### config.mk
export PLATFORM = sky130hd
export DESIGN_NAME = mem_arbiter
export DESIGN_NICKNAME = d
export VERILOG_FILES = /design/src/rtl/mem_arbiter.sv
export SDC_FILE = /design/constraint.sdc
export NUM_CORES = 1
export LEC_CHECK = 0
export BUFFER_PORTS_ARGS = -buffer_cell sky130_fd_sc_hd__buf_4
export CAP_MARGIN = 20
export CORE_AREA = 4 4 119 121
export DETAILED_ROUTE_END_ITERATION = 10
export DIE_AREA = 0 0 123 125
export PLACE_DENSITY = 0.64
export SYNTH_ARGS = -nofsm -noshare
export SYNTH_HDL_FRONTEND = slang
export SYNTH_SLANG_ARGS = --single-unit
### constraint.sdc
create_clock -name clk_i -period 5.8 [get_ports clk_i]
set_input_delay 1.16 -clock clk_i [delete_from_list [all_inputs] [get_ports clk_i]]
set_output_delay 1.16 -clock clk_i [all_outputs]
set_load 0.02 [all_outputs]
### src/rtl/mem_arbiter.sv
// Two-port arbiter in front of mem_control: serialises fetch and LSU requests,
// routes read data back to its owner and sequences the two-cycle write.
module mem_arbiter #(
    parameter int unsigned MAX_LSU_BURST = 4
) (
    input  logic        clk_i,
    input  logic        rstn_i,
    input  logic        if_req_i,
    input  logic [31:0] if_addr_i,
    output logic        if_gnt_o,
    output logic        if_rvalid_o,
    output logic [31:0] if_rdata_o,
    input  logic        ls_req_i,
    input  logic        ls_we_i,
    input  logic [1:0]  ls_acc_i,
    input  logic        ls_sext_i,
    input  logic [31:0] ls_addr_i,
    input  logic [31:0] ls_wdata_i,
    output logic        ls_gnt_o,
    output logic        ls_rvalid_o,
    output logic [31:0] ls_rdata_o,
    output logic        ls_wdone_o,
    output logic        mem_r_en_o,
    output logic [1:0]  mem_acc_r_o,
    output logic        mem_sext_o,
    output logic [31:0] mem_addr_r_o,
    input  logic [31:0] mem_data_r_i,
    output logic        mem_wr_en_o,
    output logic [1:0]  mem_acc_w_o,
    output logic [31:0] mem_addr_w_o,
    output logic [31:0] mem_data_w_o,
    input  logic        mem_wr_ready_i
);

    localparam logic [1:0] MEM_ACCESS_WORD = 2'd2;
    localparam logic [3:0] BURST_LIMIT     = 4'(MAX_LSU_BURST);

    typedef enum logic {StIdle, StWpend} state_e;

    state_e      state_q;
    logic [3:0]  streak_q;
    logic        rd_pend_q;
    logic        rd_owner_q;  // 1 = LSU owns the outstanding read
    logic [31:0] w_addr_q;
    logic [1:0]  w_acc_q;
    logic [31:0] w_data_q;

    logic can_grant, if_win, ls_win, ls_rd_win, ls_wr_win;

    // Grants are gated by reset so every output is 0 while rstn_i is low.
    always_comb begin
        can_grant = rstn_i && (state_q == StIdle) && mem_wr_ready_i;
        if_win    = can_grant && if_req_i && (!ls_req_i || (streak_q == BURST_LIMIT));
        ls_win    = can_grant && ls_req_i && !if_win;
        ls_rd_win = ls_win && !ls_we_i;
        ls_wr_win = ls_win && ls_we_i;
    end

    always_comb begin
        if_gnt_o     = if_win;
        ls_gnt_o     = ls_win;
        mem_r_en_o   = 1'b0;
        mem_acc_r_o  = 2'd0;
        mem_sext_o   = 1'b0;
        mem_addr_r_o = 32'd0;
        mem_wr_en_o  = 1'b0;
        mem_acc_w_o  = 2'd0;
        mem_addr_w_o = 32'd0;
        mem_data_w_o = 32'd0;
        if (if_win) begin
            mem_r_en_o   = 1'b1;
            mem_acc_r_o  = MEM_ACCESS_WORD;
            mem_addr_r_o = if_addr_i;
        end else if (ls_rd_win) begin
            mem_r_en_o   = 1'b1;
            mem_acc_r_o  = ls_acc_i;
            mem_sext_o   = ls_sext_i;
            mem_addr_r_o = ls_addr_i;
        end
        if (ls_wr_win) begin
            mem_wr_en_o  = 1'b1;
            mem_acc_w_o  = ls_acc_i;
            mem_addr_w_o = ls_addr_i;
            mem_data_w_o = ls_wdata_i;
        end else if (state_q == StWpend) begin
            mem_acc_w_o  = w_acc_q;
            mem_addr_w_o = w_addr_q;
            mem_data_w_o = w_data_q;
        end
        if_rvalid_o = rd_pend_q && !rd_owner_q;
        ls_rvalid_o = rd_pend_q && rd_owner_q;
        if_rdata_o  = if_rvalid_o ? mem_data_r_i : 32'd0;
        ls_rdata_o  = ls_rvalid_o ? mem_data_r_i : 32'd0;
        ls_wdone_o  = (state_q == StWpend);
    end

    always_ff @(posedge clk_i or negedge rstn_i) begin
        if (!rstn_i) begin
            state_q    <= StIdle;
            streak_q   <= 4'd0;
            rd_pend_q  <= 1'b0;
            rd_owner_q <= 1'b0;
            w_addr_q   <= 32'd0;
            w_acc_q    <= 2'd0;
            w_data_q   <= 32'd0;
        end else begin
            rd_pend_q  <= if_win || ls_rd_win;
            rd_owner_q <= ls_rd_win;
            if (!if_req_i || if_win) begin
                streak_q <= 4'd0;
            end else if (ls_win) begin
                streak_q <= streak_q + 4'd1;
            end
            case (state_q)
                StIdle: begin
                    if (ls_wr_win) begin
                        state_q  <= StWpend;
                        w_addr_q <= ls_addr_i;
                        w_acc_q  <= ls_acc_i;
                        w_data_q <= ls_wdata_i;
                    end
                end
                StWpend: state_q <= StIdle;
                default: state_q <= StIdle;
            endcase
        end
    end

endmodule

**After elaboration in Yosys (flattened, before gate mapping)**

Index checks and enable logic that the tools add are counted.

- Add/sub/neg operators: 1
- Eq/ne operators: 1
- Muxes and demuxes: 20
- Bitwise operators: 1
- Reduce and logical (&&, ||, !) cells: 20

Operator list:

| cell | number |
|---|---|
| $mux 32 | 8 |
| $logic_and 1x1->1 | 10 |
| $mux 2 | 4 |
| $mux 4 | 2 |
| $logic_not 1->1 | 5 |
| $mux 1 | 5 |
| $add 4x1->4 const B | 1 |
| $eq 4x3->1 const B | 1 |
| $logic_or 1x1->1 | 3 |
| $pmux 1 s2 | 1 |
| $reduce_and 2->1 | 1 |
| $reduce_bool 2->1 | 1 |
| $not 1->1 | 1 |

- Register bits: 73
- Input bits: 137
- Output and inout port bits: 172
- Word-level logic and storage cells: 50

**Logic depth before layout (Yosys ltp)**

Gate-level depths: netlist of run 1.

- Depth after elaboration: 10
- Gate-level depth with buffers: 8

**Worst setup path before layout of run 1**

OpenSTA, ideal clock, no wires.

- Kind: in2out
- Start point: input ls_req_i
- End point: output mem_addr_w_o[19]
- Arrival: 2.411 ns
- Setup slack: 2.229 ns
- Cell stages on the path: 6
- Path through: buf_2 -> nand4b_4 -> nor3_4 -> buf_4 -> buf_2 -> a22o_1

- Longest elaborated chain between the ends: 7
- Elaborated cells between the ends (all ways): 8
- Those cells by class: mux (1); reduce/logical (7)

RTL lines:

| item | RTL line | text |
|---|---|---|
| start: declaration | 13 | `input logic ls_req_i,` |
| $logic_not 1->1 | 53 | `if_win = can_grant && if_req_i && (!ls_req_i \|\| (streak_q == BURST_LIMIT));` |
| $logic_or 1x1->1 | 53 |  |
| $logic_and 1x1->1 | 53 |  |
| $logic_not 1->1 | 54 | `ls_win = can_grant && ls_req_i && !if_win;` |
| $logic_and 1x1->1 (*) | 54 |  |
| $logic_and 1x1->1 (*) | 56 | `ls_wr_win = ls_win && ls_we_i;` |
| $mux 32 (*) | 80 | `if (ls_wr_win) begin` |
| end: declaration | 30 | `output logic [31:0] mem_addr_w_o,` |

Every way passes the cells marked *; elsewhere a longest branch is shown, timed or not.

**Worst setup path after layout of run 1**

- Start point: input rstn_i
- End point: output mem_addr_r_o[15]

- Longest elaborated chain between the ends: 9
- Elaborated cells between the ends (all ways): 10
- Those cells by class: mux (2); reduce/logical (8)

RTL lines:

| item | RTL line | text |
|---|---|---|
| start: declaration | 7 | `input logic rstn_i,` |
| $logic_and 1x1->1 (*) (2 in a row) | 52 | `can_grant = rstn_i && (state_q == StIdle) && mem_wr_ready_i;` |
| $logic_and 1x1->1 (2 in a row) | 53 |  |
| $logic_not 1->1 | 54 |  |
| $logic_and 1x1->1 | 54 |  |
| $logic_and 1x1->1 | 55 | `ls_rd_win = ls_win && !ls_we_i;` |
| $mux 32 | 74 | `end else if (ls_rd_win) begin` |
| $mux 32 (*) | 70 | `if (if_win) begin` |
| end: declaration | 26 | `output logic [31:0] mem_addr_r_o,` |

Marked as above.

==> results_dict.tcl, run 1 <==
set metrics [dict create \
    synth_nets 516 \
    async_reset_ff_share_pct 100 \
    synth_seq_area_share_pct 42.7 \
    cp-end-kind "output port" \
    dr.pass1.iters 4 \
    finClkSkew_ps 3.89 \
    clock_sinks 73 \
    gp_congestion 0.850 \
    slew_violations 0 \
    stdcell_count 845 \
    grt_setup_unrepaired "no" \
    period_needed_ps 4050 \
    holdWs_ps 489 \
    antenna_found_initial 0 \
    viasPerCell 5.02 \
    p_leak_nw 3.63 \
    synthMuxAreaShare_pct 17.4 \
    hold_buffers 0 \
    cts_tree "yes" \
    port_buffers 308 \
    grt_overflow 0 \
    cp-start-kind "input pin" \
    finalHoldViolations 0 \
    fmax_mhz 247 \
    regArea_um2 1830 \
    clk_latency_ps 330 \
    synth_top_cell_area_share_pct 42.7 \
    arrival_ps 2890 \
    n_fill_cell 1168 \
    place_inst 829 \
    synth_adder_area_share_pct 0.585 \
    synth_compound_area_share_pct 21.3 \
    grt_pass1_vias 4283 \
    nets 803 \
    post_cts_resized 0 \
    rows 42 \
    final_util_pct 53.5 \
    highest_layer "met4" \
    finalCritPeriodShare_pct 69.8 \
    synth-edff-count 0 \
    cts_max_level 3 \
    clkTransAtPathRegs_ps 50 \
    dr_wl_met3_mm 1.40 \
    hp-class "reg -> reg" \
    wl_per_cell_um 18.8 \
    ant_nets 0 \
    synth.cell_area_um2 4280 \
    worst_slew_pin_slew_ps 861 \
    initial_core_util_pct 32.7 \
    synthSimpleGateAreaFrac_pct 13.6 \
    path_class "in -> out" \
    ys_ff_latch 73 \
    die_h_um 125 \
    area_growth_syn_to_layout_pct 63.7 \
    max-vdd-ir-drop_uv 136 \
    setup_violations 0 \
    drive_gt1_share_pct 59.5 \
    status "complete, no violations" \
    drtIter0Drc 148 \
    grt_pass1_wl_mm 24.1 \
    cellPowerDensity_nw_per_um2 227 \
    post_cts_buffers 0 \
    cts_root_buf "clkbuf_16" \
    diodes 0 \
    syn_avg_cell_area_um2 11.4 \
    maxSlewHeadroom_pct 42.6 \
    synth_xor_xnor_area_share_pct 0 \
    maxCapViolations 0 \
    yosysWarnings 0 \
    synth_top_family_by_area "compound AO/OA/AOI/OAI gates" \
    vias 4246 \
    postSynthCellCount 377 \
    synthTopCellsByCount "98 x a22o_1, 73 x dfrtp_1, 63 x mux2_2" \
    wl_mm 15.8 \
    die_w_um 123 \
    grt_start_max_net_pins 134 \
    crit_fanout 26 \
    cts_made_buffers 9 \
    synth_cell_types 31 \
    synth.most_common_cell "a22o_1" \
    crit_required_ps 4640 \
    route.detailed.drc 0 \
    yosysTopAreaCell "dfrtp_1" \
    pin_count 309 \
    multi_input_comb_area_um2 2270 \
    synthFlopType "dfrtp_1" \
    clock_path_buffers 2 \
    setup_tns_ps 0 \
    dp_hpwl_mm 12.3 \
    die-area_um2 15400 \
    gr-usage-all-layers_pct 19.7 \
    synthTopCellsByArea "dfrtp_1 43%, a22o_1 20%, mux2_2 17%" \
    drt-met1-wl_mm 5.82 \
    core_area_um2 13100 \
    wl_met2_mm 8.30 \
]
[state kept, by name (all words and copies together) (netlist names)]
| register | flops |
|---|---|
| rd_owner_q | 1 |
| streak_q | 4 |
| w_acc_q | 2 |
| rd_pend_q | 1 |
| ls_wdone_o | 1 |
| w_data_q | 32 |
| w_addr_q | 32 |
[logic make-up after synthesis]
family	Yosys count
AO/OA/AOI/OAI	105
AND/OR/NAND/NOR	88
flip-flops	73
multiplexers	66
buffers and inverters	43
adder cells (fa/ha/maj)	2
[layout make-up]
class / instances / share of cell area [%]
clock buffer: 11 / 3.46
clock inverter: 5 / 0.786
inverter: 5 / 0.268
multi-input combinational: 261 / 32.4
sequential: 73 / 26.1
tap: 176 / 3.14
timing repair buffer: 314 / 33.8
[per-layer routing]
metal / vias to the layer above / GRT usage, %
li1: 2006 / -
met1: 2055 / 22.2
met2: 170 / 35.7
met3: 15 / 5.74
met4: 0 / 5.93
met5: - / 0
[cells in the final DEF (no fill, tap or decap), types with 2 or more instances in the layout]
master and n:
buf_4 313, a22o_1 98, dfrtp_1 72, mux2_2 63, and2_1 35, and3_1 32, clkbuf_16 9, inv_1 5
mux2_1 3, nand2_1 3, nand4_1 3, nand3b_1 2, and4b_1 2, nor3_4 2, a21oi_1 2, nand3_1 2
ha_1 2, clkinv_2 2, clkinvlp_4 2
[critical path, stage by stage]
cell and delay, ps:
buf_4 160, nand3b_1 200, a211oi_4 590, buf_4 400
a22o_1 210, buf_4 140
[per-stage QoR]
stage	total power [W]	worst slack [ps]	instance area (um2)
5_1_grt	0.00168	1640	7010
6_report	0.00159	1750	7010
4_1_cts	0.00161	1720	7010
3_5_place_dp	0.00105	1720	6710
3_3_place_gp	0.00104	1840	6710
2_1_floorplan	0.000866	2230	4280
[path summary, 6_finish.rpt]
check | start | end | slack (ps) | cells past startpoint
setup / recovery | rstn_i | mem_addr_r_o[15] | 1750 | 6
hold / removal | w_data_q[18] | w_data_q[18] | 490 | 1
setup reg to reg | streak_q[0] | w_addr_q[20] | 3530 | 6
hold reg to reg | w_data_q[18] | w_data_q[18] | 490 | 1
max in group asynchronous | rstn_i | rd_pend_q | 4090 | 2
min in group asynchronous | rstn_i | streak_q[0] | 650 | 1
[power breakdown]
| part | internal, W | leakage [nW] | switching (W) | total (W) |
|---|---|---|---|---|
| clock | 0.000343 | 0.142 | 0.000208 | 0.000551 |
| sequential | 0.000619 | 0.888 | 0.0000602 | 0.000679 |
| combinational | 0.000207 | 2.60 | 0.000154 | 0.000361 |
| total | 0.00117 | 3.63 | 0.000423 | 0.00159 |
Power figures use the tool's default switching activity.
==> run 2: changes to the inputs <==
==> config.mk (replaced) <==
export PLATFORM = sky130hd
export DESIGN_NAME = mem_arbiter
export DESIGN_NICKNAME = d
export VERILOG_FILES = /design/src/rtl/mem_arbiter.sv
export SDC_FILE = /design/constraint.sdc
export NUM_CORES = 1
export LEC_CHECK = 0
export ABC_AREA = 1
export BUFFER_PORTS_ARGS = -buffer_cell sky130_fd_sc_hd__buf_4
export CAP_MARGIN = 20
export CORE_AREA = 4 4 118 120
export DETAILED_ROUTE_END_ITERATION = 10
export DIE_AREA = 0 0 122 124
export PLACE_DENSITY = 0.7
export SYNTH_ARGS = -nofsm -noshare
export SYNTH_HDL_FRONTEND = slang
export SYNTH_SLANG_ARGS = --single-unit
==> constraint.sdc (replaced) <==
create_clock -name clk_i -period 3.7 [get_ports clk_i]
set_input_delay 0.74 -clock clk_i [delete_from_list [all_inputs] [get_ports clk_i]]
set_output_delay 0.74 -clock clk_i [all_outputs]
set_load 0.02 [all_outputs]
==> results_dict.tcl, run 2 <==
set metrics [dict create \
    status "complete, no violations" \
    arrival_ps 2350 \
    finalPower_w 0.00255 \
    path_class "reg -> out" \
    hold_buffers 0 \
    initial_core_util_pct 35.1 \
    post_cts_resized 0 \
    synthTopCellsByArea "dfrtp_1 40%, nand2_1 28%, nand4_1 14%" \
    clock_path_buffers 2 \
    viasPerCell 4.79 \
    switching_share_pct 27.9 \
    finalCritPeriodShare_pct 83.5 \
    placed_cell_area_um2 6950 \
    crit_chain "inv_1, ha_1, nand3_1, nand2_1, nand2_4, buf_4, nand4_1, nand2_1, buf_4" \
    core_area_um2 13000 \
    intPower_w 0.00184 \
    die_h_um 124 \
    grt_pass1_wl_mm 26.1 \
    switching_power_w 0.000712 \
    cp-start-kind "flip-flop" \
    top_regs "w_addr_q x32, w_data_q x32, streak_q x4" \
    synth-edff-count 0 \
    slew_violations 0 \
    seq_power_share_pct 40.0 \
    place_ws_ps 780 \
    ys_ff_latch 73 \
    area_growth_syn_to_layout_pct 60.3 \
    wl_mm 17.6 \
    worst_slew_pin_slew_ps 963 \
    clk_latency_ps 330 \
    pin_count 309 \
    die-area_um2 15100 \
    setup_violations 0 \
    crit_required_ps 2960 \
    wl_per_cell_um 15.1 \
    drtIter0Drc 281 \
    synthTopCellsByCount "338 x nand2_1, 104 x nand4_1, 73 x dfrtp_1" \
    rr_endpoint "w_addr_q[23]" \
    n_fill_cell 1285 \
    synthFlopType "dfrtp_1" \
    rows 42 \
    cts_made_buffers 9 \
    cellPowerDensity_nw_per_um2 349 \
    p_leak_nw 4.60 \
    final_cell_mix "338 x nand2_1, 322 x buf_4, 104 x nand4_1, 72 x dfrtp_1, 70 x nor2_1" \
    yosysTopAreaCell "dfrtp_1" \
    synth_seq_area_share_pct 40.1 \
    regArea_um2 1830 \
    vias 5578 \
    setup_tns_ps 0 \
    yosysWarnings 0 \
    cp-end-kind "output port" \
    grt_start_max_net_pins 69 \
    finClkSkew_ps 8.91 \
    clkTransAtPathRegs_ps 60 \
    grt_overflow 0 \
    worst_slack_ps 611 \
    port_buffers 308 \
    ant_nets 0 \
    clkPwrFrac_pct 39.1 \
    antenna_found_initial 2 \
    crit_fanout 35 \
    synth_top_cell_area_share_pct 40.1 \
    slowest_delay_ps 420 \
    nets 1122 \
    grt_setup_unrepaired "no" \
    post_cts_buffers 0 \
    synth_nets 844 \
    hp-class "in -> async" \
    max-vdd-ir-drop_uv 307 \
    dp_hpwl_mm 12.9 \
    rrSetupSlack_ps 1330 \
    die_w_um 122 \
    gp_congestion 0.844 \
    synth.most_common_cell "nand2_1" \
    clock_sinks 73 \
    cts_root_buf "clkbuf_16" \
    synth_cell_types 17 \
    design_area_um2 7310 \
    maxCapViolations 0 \
    cts_max_level 3 \
    rr_worst_depth 10 \
    route.detailed.drc 0 \
    comb_power_share_pct 20.9 \
    drive_gt1_share_pct 34.8 \
    multi_input_comb_area_um2 2290 \
    period_needed_ps 3090 \
    cp_slowest_cell "dfrtp_1" \
    worstReg2RegStart "streak_q[0]" \
    grt_pass1_vias 4914 \
    final_common_cell "nand2_1" \
    gr-usage-all-layers_pct 21.8 \
    cts_tree "yes" \
    maxSlewHeadroom_pct 35.7 \
    holdWs_ps 445 \
    async_reset_ff_share_pct 100 \
    dr.pass1.iters 5 \
    fmax_mhz 324 \
    finalHoldViolations 0 \
    postSynthCellCount 705 \
    synth.cell_area_um2 4560 \
    syn_avg_cell_area_um2 6.47 \
]
## run 2: cell count changes in the layout (fill, tap and decap cells not counted), sizes merged, moves of 3 or more
cell   previous run  this run
and3             32         0
inv               5        51
and2             35         0
nand3             2         8
mux2             66         0
nor3              3         0
nor2              1        71
nand4             3       104
buf             314       323
nand2             3       339
a22o             98         0
## run 2: per-stage QoR
step,utilization (%),cells
after floorplan,-,705
after global placement,53.5,1147
after detailed placement,53.5,1147
after CTS,56.1,1162
after global routing,56.3,1164
final,56.3,1164
## run 2: metal layers
layer	global-route usage, %	vias to the layer above	wire [um]
met4	6.58	2	367
met2	36.4	210	8740
met5	0	-	7
li1	-	2804	-
met3	5.50	21	1550
met1	28.0	2541	6950
## run 2: worst max path at each step
stage,startpoint,cells past startpoint,end
3_5_place_dp,rstn_i,8,mem_data_w_o[30]
2_1_floorplan,ls_we_i,3,mem_acc_r_o[1]
6_report,streak_q[0],9,mem_data_w_o[30]
4_1_cts,streak_q[0],9,mem_data_w_o[30]
5_1_grt,streak_q[0],9,mem_data_w_o[30]
3_3_place_gp,rstn_i,8,mem_addr_w_o[1]
## run 2: power by group through the flow
stage | logic (W) | clock network [W] | registers [W]
floorplan | 0.000279 | 0 | 0.00101
global placement | 0.000531 | 0 | 0.00103
detailed placement | 0.000540 | 0 | 0.00103
CTS | 0.000539 | 0.00101 | 0.00102
global route | 0.000600 | 0.00105 | 0.00104
finish | 0.000533 | 0.000995 | 0.00102
## run 2: cell type report
cell class,instances,share of cell area (%)
timing repair buffer,323,33.5
multi-input combinational,526,31.4
sequential,73,25.0
clock buffer,10,3.13
tap,176,3.01
inverter,50,2.57
clock inverter,5,1.42
antenna,1,0.0342
## run 2: kinds of logic (layout without fill, tap and decap cells)
family                   Yosys count  count (layout)  share of synthesized area [%]
AND/OR/NAND/NOR                  522             522                           49.2
buffers and inverters            106             388                           9.85
flip-flops                        73              73                           40.1
adder cells (fa/ha/maj)            2               2                          0.549
AO/OA/AOI/OAI                      2               2                          0.274
other                              0               1                              0
## run 2: worst max-delay path, delay by kind of cell (launching register included)
kind                       cells  cell delay, ps
buffers and inverters          3             620
and+or+nand+nor                5             770
adders and majority gates      1             200
DFF                            1             420
==> run 3: changes to the inputs <==
==> constraint.sdc (replaced) <==
create_clock -name clk_i -period 2.8 [get_ports clk_i]
set_input_delay 0.56 -clock clk_i [delete_from_list [all_inputs] [get_ports clk_i]]
set_output_delay 0.56 -clock clk_i [all_outputs]
set_load 0.02 [all_outputs]
==> results_dict.tcl, run 3 (synthesis results as in run 2) <==
set metrics [dict create \
    grt_start_max_net_pins 75 \
    top_regs "w_addr_q x32, w_data_q x32, streak_q x4" \
    die_w_um 122 \
    drive_gt1_share_pct 34.9 \
    clkTransAtPathRegs_ps 60 \
    fmax_mhz 381 \
    arrival_ps 2060 \
    final_cell_mix "338 x nand2_1, 318 x buf_4, 104 x nand4_1, 72 x dfrtp_1, 70 x nor2_1" \
    cp-start-kind "flip-flop" \
    crit_fanout 29 \
    cts_made_buffers 9 \
    worstReg2RegStart "streak_q[0]" \
    path_class "reg -> out" \
    max-vdd-ir-drop_uv 342 \
    cts_root_buf "clkbuf_16" \
    clk_latency_ps 330 \
    switching_power_w 0.000950 \
    viasPerCell 4.80 \
    nets 1122 \
    route.detailed.drc 0 \
    maxCapViolations 0 \
    hp-start "w_addr_q[11]" \
    worst_slew_pin_slew_ps 970 \
    crit_start "streak_q[0]" \
    switching_share_pct 28.1 \
    die-area_um2 15100 \
    finalHoldViolations 0 \
    cellPowerDensity_nw_per_um2 460 \
    rows 42 \
    status "complete, no violations" \
    grt_pass1_wl_mm 26.4 \
    cp-end-kind "output port" \
    comb_power_share_pct 21.1 \
    die_h_um 124 \
    area_growth_syn_to_layout_pct 61.2 \
    top_usage_layer "met2" \
    clock_path_buffers 2 \
    maxSlewHeadroom_pct 35.2 \
    dr.pass1.iters 4 \
    grt_pass1_vias 5038 \
    ant_nets 0 \
    hp-class "reg -> reg" \
    finalCritPeriodShare_pct 93.7 \
    vias 5597 \
    cts_max_level 3 \
    antenna_found_initial 4 \
    finClkSkew_ps 4.79 \
    port_buffers 308 \
    gp_congestion 0.854 \
    wl_per_cell_um 15.3 \
    clkPwrFrac_pct 39.0 \
    finalPower_w 0.00338 \
    drtIter0Drc 369 \
    grtUsageMet3_pct 6.63 \
    core_area_um2 13000 \
    gr-usage-all-layers_pct 22.0 \
    slew_violations 0 \
    grt_setup_unrepaired "no" \
    initial_core_util_pct 35.1 \
    p_leak_nw 4.60 \
    clock_sinks 73 \
    pin_count 309 \
    crit_required_ps 2240 \
    grt_overflow 0 \
    grt_use_met2_pct 37.1 \
    intPower_w 0.00243 \
    use_met1_pct 26.8 \
    cts_tree "yes" \
    period_needed_ps 2620 \
    final_common_cell "nand2_1" \
    setup_violations 0 \
    dp_hpwl_mm 13.2 \
    seq_power_share_pct 39.8 \
    wl_mm 17.8 \
    setup_tns_ps 0 \
]
-- run 3: cell types whose count changed in the layout (fill, tap and decap cells not counted), sizes merged --
cell | previous run | this run
clkbuf | 10 | 9
clkinv | 1 | 2
clkinvlp | 0 | 2
diode | 1 | 2
inv | 51 | 50
-- run 3: final cells by class --
cell class	instances	area (um2)
Multi-Input combinational cell	526	2290
Sequential cell	73	1830
Timing Repair Buffer	323	2470
Inverter	50	188
Tap cell	176	220
Clock inverter	7	119
Clock buffer	9	225
Antenna cell	2	5.00
Fill cell	1262	5630
-- run 3: through the flow --
stage	setup WS (ps)	hold WS (ps)	instances	instance area [um2]	util (%)
final	176	471	1166	7350	56.6
after global routing	27.5	482	1166	7350	56.6
after CTS	77.2	473	1164	7330	56.5
after detailed placement	426	459	1148	6990	53.9
after global placement	493	453	1148	6990	53.9
after floorplan	741	264	705	4560	-
-- run 3: timing repair --
action,in CTS,in global routing
hold buffers,0,0
buffers inserted,0,0
endpoints found under the setup margin,0,15
resized for setup,0,2
-- run 3: path summary, 6_finish.rpt --
path	to	slack, ps	cells after the start
setup / recovery	mem_data_w_o[0]	180	9
hold / removal	w_addr_q[11]	470	2
setup reg to reg	w_addr_q[16]	580	10
hold reg to reg	w_addr_q[11]	470	2
max in group asynchronous	ls_wdone_o	1680	2
min in group asynchronous	ls_wdone_o	490	2
-- run 3: worst max-delay path, stage by stage (launching register included) --
cell	delay, ps
dfrtp_1	420
inv_1	80
ha_1	200
nand3_1	80
nand2_1	100
nand2_4	110
buf_4	300
nand4_1	180
nand2_1	110
buf_4	140
-- run 3: per-layer routing --
layer,routed length [um],up-vias
met4,355,4
met3,1670,21
met5,18,-
met1,6870,2539
li1,-,2812
met2,8910,221
-- run 3: power groups by stage --
| stage | clock (W) | combinational [W] | sequential, W |
|---|---|---|---|
| floorplan | 0 | 0.000369 | 0.00134 |
| global placement | 0 | 0.000713 | 0.00135 |
| detailed placement | 0 | 0.000724 | 0.00136 |
| CTS | 0.00135 | 0.000723 | 0.00135 |
| global route | 0.00139 | 0.000797 | 0.00137 |
| finish | 0.00132 | 0.000715 | 0.00135 |
